`src/rtl/angstrom_pkg.sv`:
```
// angstrom_pkg: CPU control-vector bit indices and the io_bridge input-side state
package angstrom_pkg;
  localparam int CTRL_ALU = 0;
  localparam int CTRL_OUT = 1;
  localparam int CTRL_INP = 2;
  localparam int CTRL_MW  = 3;
  localparam int CTRL_MR  = 4;
  localparam int CTRL_JMP = 5;
  localparam int CTRL_IMM = 6;
  typedef enum logic {IN_EMPTY, IN_HELD} in_state_e;
endpackage

```
`src/rtl/io_bridge_if.sv`:
```
// io_bridge_if: CPU, external byte handshake and status signals; drop_cnt_o exists only with IO_BRIDGE_STATS_EN
interface io_bridge_if;
  logic [7:0] cpu_aob_i;
  logic [6:0] cpu_ctrl_i;
  logic [7:0] cpu_aib_o;
  logic [7:0] in_data_i;
  logic       in_valid_i;
  logic       in_ready_o;
  logic [7:0] out_data_o;
  logic       out_valid_o;
  logic       out_ready_i;
  logic       clr_i;
  logic       ovf_o;
  logic       udf_o;
`ifdef IO_BRIDGE_STATS_EN
  logic [7:0] drop_cnt_o;
`endif
  modport slave (
    input  cpu_aob_i, cpu_ctrl_i, in_data_i, in_valid_i, out_ready_i, clr_i,
    output cpu_aib_o, in_ready_o, out_data_o, out_valid_o, ovf_o, udf_o
`ifdef IO_BRIDGE_STATS_EN
    , output drop_cnt_o
`endif
  );
  modport master (
    output cpu_aob_i, cpu_ctrl_i, in_data_i, in_valid_i, out_ready_i, clr_i,
    input  cpu_aib_o, in_ready_o, out_data_o, out_valid_o, ovf_o, udf_o
`ifdef IO_BRIDGE_STATS_EN
    , input drop_cnt_o
`endif
  );
endinterface

```
`src/rtl/io_bridge_fifo_sync.sv`:
```
// fifo_sync: single-clock FIFO; a push into a full FIFO is accepted only when a pop happens the same edge
module fifo_sync #(
  parameter int WIDTH = 8,
  parameter int DEPTH = 4
) (
  input  logic             clk_i,
  input  logic             rst_ni,
  input  logic             push,
  input  logic             pop,
  input  logic [WIDTH-1:0] din,
  output logic [WIDTH-1:0] dout,
  output logic             full,
  output logic             empty
);
  localparam int AW = DEPTH > 1 ? $clog2(DEPTH) : 1;
  localparam logic [AW:0] FULL_CNT = (AW+1)'(DEPTH);
  logic [WIDTH-1:0] mem [DEPTH];
  logic [AW-1:0] wr_ptr, rd_ptr;
  logic [AW:0] count;
  logic do_push, do_pop;
  assign do_pop = pop && !empty;
  assign do_push = push && (!full || do_pop);
  assign full = count == FULL_CNT;
  assign empty = count == '0;
  assign dout = mem[rd_ptr];
  always_ff @(posedge clk_i) begin
    if (!rst_ni) begin
      wr_ptr <= '0;
      rd_ptr <= '0;
      count  <= '0;
    end else begin
      if (do_push) wr_ptr <= wr_ptr + 1'b1;
      if (do_pop) rd_ptr <= rd_ptr + 1'b1;
      count <= count + {{AW{1'b0}}, do_push} - {{AW{1'b0}}, do_pop};
    end
  end
  always_ff @(posedge clk_i) if (do_push) mem[wr_ptr] <= din;
endmodule

```
`src/rtl/io_bridge.sv`:
```
// io_bridge: CPU OUT/INP strobes to external byte streams via output FIFO and input holding register
// Optional drop counter enabled by IO_BRIDGE_STATS_EN
module io_bridge
  import angstrom_pkg::*;
#(
  parameter int OUT_DEPTH = 4
) (
  input logic        clk_i,
  input logic        rst_ni,
  io_bridge_if.slave bus
);
  in_state_e state, state_nx;
  logic [7:0] hold;
  logic out_push, out_pop, out_full, out_empty, drop, inp, ovf, udf;
  assign out_push = bus.cpu_ctrl_i[CTRL_OUT];
  assign inp = bus.cpu_ctrl_i[CTRL_INP];
  assign out_pop = !out_empty && bus.out_ready_i;
  assign drop = out_push && out_full && !out_pop;
  fifo_sync #(.WIDTH(8), .DEPTH(OUT_DEPTH)) u_fifo (
    .clk_i (clk_i),
    .rst_ni(rst_ni),
    .push  (out_push),
    .pop   (out_pop),
    .din   (bus.cpu_aob_i),
    .dout  (bus.out_data_o),
    .full  (out_full),
    .empty (out_empty)
  );
  assign bus.out_valid_o = !out_empty;
  always_comb begin
    state_nx = state;
    state_nx = state == IN_EMPTY ? (bus.in_valid_i ? IN_HELD : IN_EMPTY) : (inp ? IN_EMPTY : IN_HELD);
  end
  always_ff @(posedge clk_i) begin
    if (!rst_ni) begin
      state <= IN_EMPTY;
      hold  <= 8'h00;
      ovf   <= 1'b0;
      udf   <= 1'b0;
    end else begin
      state <= state_nx;
      if (state == IN_EMPTY && bus.in_valid_i) hold <= bus.in_data_i;
      ovf <= drop | (ovf & ~bus.clr_i);
      udf <= (inp && state == IN_EMPTY) | (udf & ~bus.clr_i);
    end
  end
  // ready is forced low during reset so no byte is accepted before the bridge is live
  assign bus.in_ready_o = rst_ni && state == IN_EMPTY;
  assign bus.cpu_aib_o = state == IN_HELD ? hold : 8'h00;
  assign bus.ovf_o = ovf;
  assign bus.udf_o = udf;
`ifdef IO_BRIDGE_STATS_EN
  logic [7:0] drop_cnt;
  always_ff @(posedge clk_i) begin
    if (!rst_ni) drop_cnt <= 8'h00;
    else if (drop) drop_cnt <= drop_cnt + {7'b0, drop_cnt != 8'hFF};
    else if (bus.clr_i) drop_cnt <= 8'h00;
  end
  assign bus.drop_cnt_o = drop_cnt;
`endif
endmodule
```
`src/flat_wrapper.sv`:
```
// flat-port wrapper written by rule: the top's interface ports become plain ports
module io_bridge_flat import angstrom_pkg::*;
#(
  parameter int OUT_DEPTH = 4
)
  (clk_i, rst_ni, bus_cpu_aob_i, bus_cpu_ctrl_i, bus_in_data_i, bus_in_valid_i, bus_out_ready_i, bus_clr_i, bus_cpu_aib_o, bus_in_ready_o, bus_out_data_o, bus_out_valid_o, bus_ovf_o, bus_udf_o);
  io_bridge_if bus_i ();
  input logic clk_i;
  input logic rst_ni;
  input wire logic [$bits(bus_i.cpu_aob_i)-1:0] bus_cpu_aob_i;
  input wire logic [$bits(bus_i.cpu_ctrl_i)-1:0] bus_cpu_ctrl_i;
  input wire logic [$bits(bus_i.in_data_i)-1:0] bus_in_data_i;
  input wire logic [$bits(bus_i.in_valid_i)-1:0] bus_in_valid_i;
  input wire logic [$bits(bus_i.out_ready_i)-1:0] bus_out_ready_i;
  input wire logic [$bits(bus_i.clr_i)-1:0] bus_clr_i;
  output wire logic [$bits(bus_i.cpu_aib_o)-1:0] bus_cpu_aib_o;
  output wire logic [$bits(bus_i.in_ready_o)-1:0] bus_in_ready_o;
  output wire logic [$bits(bus_i.out_data_o)-1:0] bus_out_data_o;
  output wire logic [$bits(bus_i.out_valid_o)-1:0] bus_out_valid_o;
  output wire logic [$bits(bus_i.ovf_o)-1:0] bus_ovf_o;
  output wire logic [$bits(bus_i.udf_o)-1:0] bus_udf_o;
  assign bus_i.cpu_aob_i = bus_cpu_aob_i;
  assign bus_i.cpu_ctrl_i = bus_cpu_ctrl_i;
  assign bus_i.in_data_i = bus_in_data_i;
  assign bus_i.in_valid_i = bus_in_valid_i;
  assign bus_i.out_ready_i = bus_out_ready_i;
  assign bus_i.clr_i = bus_clr_i;
  assign bus_cpu_aib_o = bus_i.cpu_aib_o;
  assign bus_in_ready_o = bus_i.in_ready_o;
  assign bus_out_data_o = bus_i.out_data_o;
  assign bus_out_valid_o = bus_i.out_valid_o;
  assign bus_ovf_o = bus_i.ovf_o;
  assign bus_udf_o = bus_i.udf_o;
  io_bridge #(.OUT_DEPTH(OUT_DEPTH)) u_core (.clk_i(clk_i), .rst_ni(rst_ni), .bus(bus_i));
endmodule
```
`config.mk`:
```
export PLATFORM = sky130hd
export DESIGN_NAME = io_bridge_flat
export DESIGN_NICKNAME = d
export VERILOG_FILES = /design/src/rtl/angstrom_pkg.sv /design/src/rtl/io_bridge_if.sv /design/src/rtl/io_bridge_fifo_sync.sv /design/src/rtl/io_bridge.sv /design/src/flat_wrapper.sv
export SDC_FILE = /design/constraint.sdc
export NUM_CORES = 1
export LEC_CHECK = 0
export BUFFER_PORTS_ARGS = -buffer_cell sky130_fd_sc_hd__buf_4
export CORE_ASPECT_RATIO = 0.5
export CORE_MARGIN = 1.5
export CORE_UTILIZATION = 53
export DETAILED_ROUTE_END_ITERATION = 6
export PLACE_DENSITY = 0.79
export SETUP_SLACK_MARGIN = 0.15
export SLEW_MARGIN = 20
export SYNTH_ARGS = -nofsm -noshare
export SYNTH_HDL_FRONTEND = slang
export SYNTH_SLANG_ARGS = --single-unit
```
`constraint.sdc`:
```
create_clock -name clk_i -period 2.5 [get_ports clk_i]
set_input_delay 0.5 -clock clk_i [delete_from_list [all_inputs] [get_ports clk_i]]
set_output_delay 0.5 -clock clk_i [all_outputs]
set_load 0.01 [all_outputs]
```
Word-level counts from Yosys, hierarchy flattened
Memories as Yosys holds them, arrays and structs flattened. A register that Yosys moved wholly into a read port is not among the register bits.
Index checks and enable logic that the tools add are counted.
- equality and inequality tests: 1
- bitwise gates (word level): 6
- mux-type cells: 8
- reductions and logical operators: 13
- $add $sub $neg: 4
- operator list (operator ; number):
    $logic_and 1x1->1 ; 8
    $mux 8 ; 1
    $mux 1 ; 5
    $add 2x1->2 const B ; 2
    $mux 2 ; 2
    $add 3x1->3 ; 1
    $eq 3x3->1 const B ; 1
    $logic_not 1->1 ; 3
    $logic_not 3->1 ; 1
    $sub 3x1->3 ; 1
    $and 1x1->1 ; 2
    $not 1->1 ; 2
    $or 1x1->1 ; 2
    $logic_or 1x1->1 ; 1
- flip-flop bits (word level): 18
- memories kept: 1
- output and inout port bits: 20
- bits in writable memories: 32
- memories (memory ; words ; bits a word ; read ports ; clocked after Yosys merged registers in ; write ports ; RTL line ; RTL):
    u_core.u_fifo.mem ; 4 ; 8 ; 1 ; 1 ; 1 ; io_bridge_fifo_sync.sv:17 ; logic [WIDTH-1:0] mem [DEPTH];

Longest topological paths before layout
Gate-level depths: netlist of run 1.
- depth after elaboration: 8
- depth in mapped cells: 11
- gate-level depth less buffers: 10

By module
A second synthesis of run 1 with hierarchy kept.
- cell total of the unflattened synthesis: 150
- area total of the unflattened synthesis: 2165.8 sq um
- modules (own cells, without submodules) (module ; sequential area each (sq um) ; cells an instance ; instances ; area an instance (sq um)):
    fifo_sync ; 1141.1 ; 89 ; 1 ; 1630.3
    io_bridge ; 220.2 ; 61 ; 1 ; 535.5

Least setup slack after synthesis of run 1
Ideal clock, no wire load.
- path type: input-to-reg
- from: in bus_out_ready_i
- to: reg u_core.u_fifo.count[2]
- slack: 298 ps
- stages on the path: 11
- required time: 2385 ps
- library setup time: 115 ps
- data arrival time: 2088 ps
- buffers on the path: 1
- cell sequence: nor4b_2 > nor2b_1 > buf_6 > inv_1 > ha_1 > inv_1 > ha_1 > fa_1 > xor2_1 > xnor2_1 > and2_1
- cells in the longest elaborated chain, start to end: 6
- ends and longest elaborated chain (what ; RTL line ; RTL):
    from (decl) ; flat_wrapper.sv:14 ; input wire logic [$bits(bus_i.out_ready_i)-1:0] bus_out_ready_i;
    $logic_and 1x1->1 * ; io_bridge.sv:17 ; assign out_pop = !out_empty && bus.out_ready_i;
    $logic_and 1x1->1 * ; io_bridge_fifo_sync.sv:21 ; assign do_pop = pop && !empty;
    $logic_or 1x1->1 ; io_bridge_fifo_sync.sv:22 ; assign do_push = push && (!full || do_pop);
    $logic_and 1x1->1 ; io_bridge_fifo_sync.sv:22 ;
    $add 3x1->3 ; io_bridge_fifo_sync.sv:34 ; count <= count + {{AW{1'b0}}, do_push} - {{AW{1'b0}}, do_pop};
    $sub 3x1->3 * ; io_bridge_fifo_sync.sv:34 ;
    to (signal assigned) ; io_bridge_fifo_sync.sv:34 ;
    to (decl) ; io_bridge_fifo_sync.sv:19 ; logic [AW:0] count;
Mark *: on every way between the ends. The rest lies on a longest branch, timed or not.
A chain may end at the register's enable or synchronous reset.

==> impl_results.md, run 1 <==
- Post-CTS sizing: 0
- Worst path max stage delay: 0.65 ns
- Power Density: 838 nW/um^2
- Worst Skew: 0.00285 ns
- Worst-path maximum fanout: 8
- Final Util: 71.0%
- Die area: roughly 4400 sq um
- Max clock buf depth: 2
- Leakage power figure: 0.998 nW
- Vias in the first global route: 1143
- Status: finished clean
- Mapped Nets: between 150 and 200
- Antenna-violating nets left: 0
- Number of clock sinks: between 50 and 60
- Total grt overflow: 0
- Slew HR: 60.3%
- Fin crit share: 87.7%
- GPL Wtd Cong: 0.749
- Fin nets: 227
- Die Span Y: 47.7 microns
- FMAX: approximately 460 MHz
- CP Capture Type: primary output
- # Post-CTS Setup Buffers: 0
- Total GRT Usage: 17.0%
- Clock slew at reported path FFs: 0.09 ns
- Final cell count without fillers: 244
- Kind of critical path: flip-flop to primary output
- RSZ-0062 raised after global routing: no
- Detailed-route DRC error count: 0
- IR drop worst, VDD: 0.371 mV
- Buffers on Ports: 42
- Synth warn: 0
- # setup viols final: 0
- Dpl cells: approximately 240
- Crit path cell chain: mux4_2 -> buf_4
- Vias per Instance: 4.93
- CTS tree: yes
- Worst Hold Class: input pin to flip-flop
- Largest net degree at the start of global routing: 23
- Fin Setup TNS: 0 ns
- Std cell rows: 15
- Critical path startpoint category: flip-flop
- #FFs+latches synth: 52
- Core ar.: 3620 sq um
- Synthesized area per cell: between 10 and 15 sq um
- Post-CTS Hold Fix Bufs: 0
- Die width: about 90 microns
- Max_cap viols: 0
- DR pass1 iterations: 4
- H-tree levels: 2
- Initial Utilization: 58.3%
- Clock Latency Late Sink: 0.30 ns
- Final hold vios: 0
- Total CTS buffers: 5
- Routed len/inst: 13.9 microns
- Worst path required time: 2.00 ns
- Final Max Tran Viols: 0
- Min cycle time layout: 2.19 ns
- Layout cells sized above 1: 30.6%
- Syn Inst Count: 150
- Vias: 1202
- Sequential fraction of the synthesis area: 64.4%
- Detailed Route WL: 3380 microns
- Initial antenna violation count: 0
- Cell Area, Synth: 2110 sq um
- Worst reg-to-reg setup slack: 0.31 ns
- DP HPWL: 2500 microns
- Ant diodes: 0
- Slowest CP cell: dfxtp_1
- Layout area overhead: 21.7%
- Worst-Margin Slew: between 0.5 and 0.6 ns
- Detailed Route Iter0 Violations: 30
- Root buffer cell: clkbuf_8
- CP Data Arrival Time: 1.69 ns
- First-pass GRT wire length: about 5300 microns
- IO Pins: 48
- Yosys cell types: 24
[power breakdown]
group,switching [mW],internal (mW),total [mW]
Clock,0.263,0.302,0.565
Sequential,0.0930,1.01,1.10
Combinational,0.198,0.292,0.490
[cells in the final DEF (no fill, tap or decap), types with 2 or more instances in the layout]
cell / synthesis / layout
edfxtp_1: 32 / 32
mux4_2: 8 / 8
buf_4: 0 / 43
ha_1: 6 / 6
nor2b_1: 8 / 8
a21oi_1: 2 / 2
inv_1: 8 / 8
dfxtp_1: 20 / 20
clkbuf_8: 0 / 5
a21boi_0: 8 / 8
and2_1: 17 / 17
mux2i_1: 2 / 2
xnor2_1: 3 / 3
nand2_1: 20 / 20
[cells by family after synthesis]
| family | after synthesis | synth area share, % |
|---|---|---|
| compound gates | 13 | 4.44 |
| xor+xnor | 4 | 1.66 |
| fa+ha+maj | 7 | 4.50 |
| buf+inv | 16 | 3.26 |
| flops | 52 | 64.4 |
| mux | 10 | 9.47 |
| simple gates | 48 | 12.3 |
[path summary, 6_finish.rpt]
kind,start,endpoint,cells past startpoint
setup / recovery,flip-flop,bus_out_data_o[6],2
hold / removal,bus_cpu_aob_i[0],u_core.u_fifo.mem[2][0],1
setup reg to reg,u_core.u_fifo.count[1],u_core.u_fifo.count[2],10
hold reg to reg,u_core.hold[4],u_core.hold[4],2
[synthesized netlist by cell type]
cell | number | area share (%)
a21boi_0 | 8 | 2.8
a21oi_1 | 2 | 0.47
and2_1 | 17 | 5.0
buf_1 | 1 | 0.18
buf_2 | 1 | 0.24
buf_6 | 1 | 0.53
clkbuf_1 | 5 | 0.89
dfxtp_1 | 20 | 19
edfxtp_1 | 32 | 45
fa_1 | 1 | 0.95
ha_1 | 6 | 3.6
inv_1 | 8 | 1.4
mux2i_1 | 2 | 0.95
mux4_2 | 8 | 8.5
nand2_1 | 20 | 3.6
nand2b_1 | 1 | 0.30
nor2b_1 | 8 | 2.4
nor4b_2 | 1 | 0.71
o22ai_1 | 1 | 0.30
o311ai_1 | 1 | 0.41
o31a_1 | 1 | 0.41
or3_1 | 1 | 0.30
xnor2_1 | 3 | 1.2
xor2_1 | 1 | 0.41
[area by class of cell]
class / count / area, sq um
Sequential cell: 52 / 1360
Fill cell: 250 / 1050
Multi-Input combinational cell: 82 / 683
Timing Repair Buffer: 43 / 323
Clock buffer: 6 / 72.6
Tap cell: 51 / 63.8
Clock inverter: 2 / 38.8
Inverter: 8 / 30.0
[worst max-delay path, delay by kind of cell, from the launching register on]
kind / cells / cell delay [ns]
flops: 1 / 0.65
mux: 1 / 0.58
buf+inv: 1 / 0.16
[flip-flops by register name (all words and copies together), names as in the netlist, named ones only]
signal	cells
u_core.state	1
u_core.u_fifo.count	3
u_core.u_fifo.rd_ptr	2
u_core.hold	8
u_core.bus.ovf_o	1
u_core.u_fifo.mem	32
u_core.u_fifo.wr_ptr	2
u_core.bus.udf_o	1
[metal layers]
layer / wire length (microns) / global-route usage (%)
met1: 1500 / 20.2
met2: 1650 / 29.9
met3: 200 / 6.19
met4: 38 / 6.46
met5: 0 / 0
[through the flow]
step                      worst slack (ns)  hold WS, ns  instance area (sq um)  power [mW]
after global routing                 0.191        0.389                   2570        2.26
after detailed placement             0.174        0.454                   2460        1.62
after global placement               0.224        0.445                   2460        1.60
after floorplan                      0.298        0.439                   2110        1.43
final                                0.307        0.395                   2570        2.16
after CTS                            0.269        0.384                   2570        2.18
No activity file was read; power rests on OpenSTA's default activity.
==> run 2, diff against run 1 <==
--- a/config.mk
+++ b/config.mk
@@ -5,12 +5,13 @@
 export SDC_FILE = /design/constraint.sdc
 export NUM_CORES = 1
 export LEC_CHECK = 0
+export ABC_AREA = 1
 export BUFFER_PORTS_ARGS = -buffer_cell sky130_fd_sc_hd__buf_4
 export CORE_ASPECT_RATIO = 0.5
 export CORE_MARGIN = 1.5
 export CORE_UTILIZATION = 53
 export DETAILED_ROUTE_END_ITERATION = 6
-export PLACE_DENSITY = 0.79
+export PLACE_DENSITY = 0.78
 export SETUP_SLACK_MARGIN = 0.15
 export SLEW_MARGIN = 20
 export SYNTH_ARGS = -nofsm -noshare
==> run 2 against run 1 <==
First-iteration DRC count up 150%. Critical path depth increased by 7. Hold slack got worse by 0.0055 ns. Synthesized area is 1.7% higher. Count of clock-buffer cells in the layout stayed put. Total power grew 0.37%. Combinational power rose by 25%. Clock power shrank 16%. Clock skew up 0.00080 ns. Maximum frequency increased by 9.7%. Critical endpoint is now u_core.u_fifo.count[2]. Largest cell class unchanged.
==> impl_results.md, run 2 <==
- Status: finished clean
- Mapped Nets: 247
- IO Pins: 48
- Fin Setup TNS: 0 ns
- RSZ-0062 raised after global routing: no
- Syn Inst Count: 212
- Die area: roughly 4500 sq um
- Hold_sp: bus_cpu_aob_i[5]
- Max reg flops: 32
- Ant diodes: 0
- Synthesized area per cell: 10.1 sq um
- CP Data Arrival Time: 2.20 ns
- Detailed-route DRC error count: 0
- # setup viols final: 0
- Vias: around 1500
- Clock Latency Late Sink: about 0.30 ns
- FMAX: 500 MHz
- Die width: 93.1 microns
- EDFF count, synth: 32
- Layout area overhead: 22.2%
- Number of clock sinks: 52
- Buffers on Ports: 42
- Most common cell after layout, fill and taps aside: buf_4
- Worst Skew: 0.00365 ns
- Hold_ws: 0.389 ns
- Fin crit share: 80.0%
- Worst-path maximum fanout: 6
- Register area: 1360 sq um
- Largest reg by FF count: u_core.u_fifo.mem
- DR pass1 iterations: 7
- # Post-CTS Setup Buffers: 0
- Multi-input gate area: 632 sq um
- Core ar.: 3900 sq um
- Max_cap viols: 0
- First-pass GRT wire length: 5940 microns
- Total grt overflow: 0
- Yosys cell types: 22
- Critical path startpoint category: flip-flop
- Root buffer cell: clkbuf_8
- Min cycle time layout: ~2.0 ns
- Top cells by area, synth: edfxtp_1 (45%), dfxtp_1 (19%), nor2_1 (7.3%)
- Cell Area, Synth: roughly 2100 sq um
- Top-count cell post-synth: nor2_1
- Total CTS buffers: 5
- Final Max Tran Viols: 0
- Worst path required time: between 2 and 3 ns
- Final hold vios: 0
- Routed len/inst: approximately 12 microns
- Worst Hold Class: input pin to flip-flop
- Post-CTS sizing: 0
- Detailed Route Iter0 Violations: 74
- Die Span Y: between 40 and 50 microns
- GPL Wtd Cong: 0.778
- Std cell rows: 16
- Vias in the first global route: 1350
- DP HPWL: 2670 microns
- Worst path max stage delay: 0.39 ns
- Final Util: around two thirds
- Largest net degree at the start of global routing: 17
- Post-CTS Hold Fix Bufs: 0
- Worst R2R Start: u_core.u_fifo.count[1]
- Slowest CP cell: dfxtp_1
- Worst-Margin Slew: 0.377 ns
- CTS tree: yes
- Power Density: 824 nW/um^2
- Crit path cell chain: nor2_2 -> nand3_2 -> nand2_1 -> ha_1 -> inv_1 -> ha_1 -> fa_1 -> xor2_1 -> nor2_1
- Most frequent cells in the layout: buf_4 (47), nor2_1 (42), edfxtp_1 (32), inv_1 (30), nand2_1 (25)
- Async SR Flop Fraction: 0%
- Clock slew at reported path FFs: 0.09 ns
- Initial antenna violation count: 0
- Synth warn: 0
- Sequential fraction of the synthesis area: 63.3%
- Initial Utilization: 55.1%
- Leakage power figure: 1.17 nW
- Detailed Route WL: 3950 microns
- Synth cell count leaders: nor2_1 (42), edfxtp_1 (32), inv_1 (30), nand2_1 (25), o21ai_0 (22)
- Most Frequent Cell on Critical Path: ha_1
- Antenna-violating nets left: 0
- Crit path from: u_core.u_fifo.count[1]
- #FFs+latches synth: 52
- Vias per Instance: 4.85
- Total GRT Usage: 18.3%
- Synth area leader: edfxtp_1
- Kind of critical path: flip-flop to flip-flop
- Max clock buf depth: 2
- Top cell type's share of synthesized area: 44.7%
- Slew HR: 74.8%
- Layout cells sized above 1: around 25%
- CP Capture Type: flip-flop
- IR drop worst, VDD: around 0.36 mV
- Top flop regs: u_core.u_fifo.mem x32, u_core.hold x8, u_core.u_fifo.count x3
- Fillers: 293
- Fin nets: 297
- H-tree levels: 2
- Synth Flop Type: edfxtp_1
==> run 2: cell types whose count changed after synthesis, sizes merged, moves of 8 or more <==
cell / previous run / this run
a21boi: 8 / 0
and2: 17 / 0
inv: 8 / 33
mux4: 8 / 0
nor2: 0 / 45
nor2b: 8 / 0
o21ai: 0 / 25
o22ai: 1 / 9
==> run 2: cell type report <==
cell class / instances / area share (%)
sequential: 52 / 51.8
multi-input combinational: 123 / 24.1
timing repair buffer: 47 / 13.4
inverter: 33 / 4.72
clock buffer: 6 / 2.76
tap: 54 / 2.57
clock inverter: 2 / 0.619
==> run 2: final timing paths <==
check	cells past startpoint	slack, ns	end
setup reg to reg	9	0.50	u_core.u_fifo.count[2]
setup / recovery	9	0.50	u_core.u_fifo.count[2]
hold / removal	1	0.39	u_core.u_fifo.mem[3][5]
hold reg to reg	2	0.46	u_core.bus.udf_o
==> run 2: metal layers <==
layer,track usage (%),part of all wire (%)
met5,0,0
met4,8.48,1.4
met3,5.87,5.5
met2,32.3,47
met1,21.6,46
==> run 2: worst max-delay path: cells and delay by family (launching register included) <==
kind,cells,cell delay (ns)
fa+ha+maj,3,0.88
flops,1,0.39
buf+inv,1,0.04
xor+xnor,1,0.18
simple gates,4,0.40
==> run 2: cells by family after synthesis <==
kind of cell,count (synthesis),synth area share (%)
AOI/OAI and AO/OA,38,10.0
xor gates and xnor gates,1,0.408
adders and majority gates,7,4.42
buffers and inverters,37,7.28
DFF,52,63.3
and+or+nand+nor,77,14.6
==> run 2: stage by stage <==
stage,setup WS (ns),cell area [sq um],power [mW],instances
3_3_place_gp,0.398,2540,1.68,309
4_1_cts,0.513,2630,2.18,317
5_1_grt,0.385,2630,2.29,317
6_report,0.501,2630,2.16,317
2_1_floorplan,0.592,2150,1.47,212
3_5_place_dp,0.316,2540,1.71,309
==> run 2: report_power, final <==
group,internal (mW),switching [mW],total (mW)
registers,1.01,0.0676,1.08
clock network,0.199,0.273,0.473
logic,0.269,0.345,0.614
total,1.48,0.686,2.16
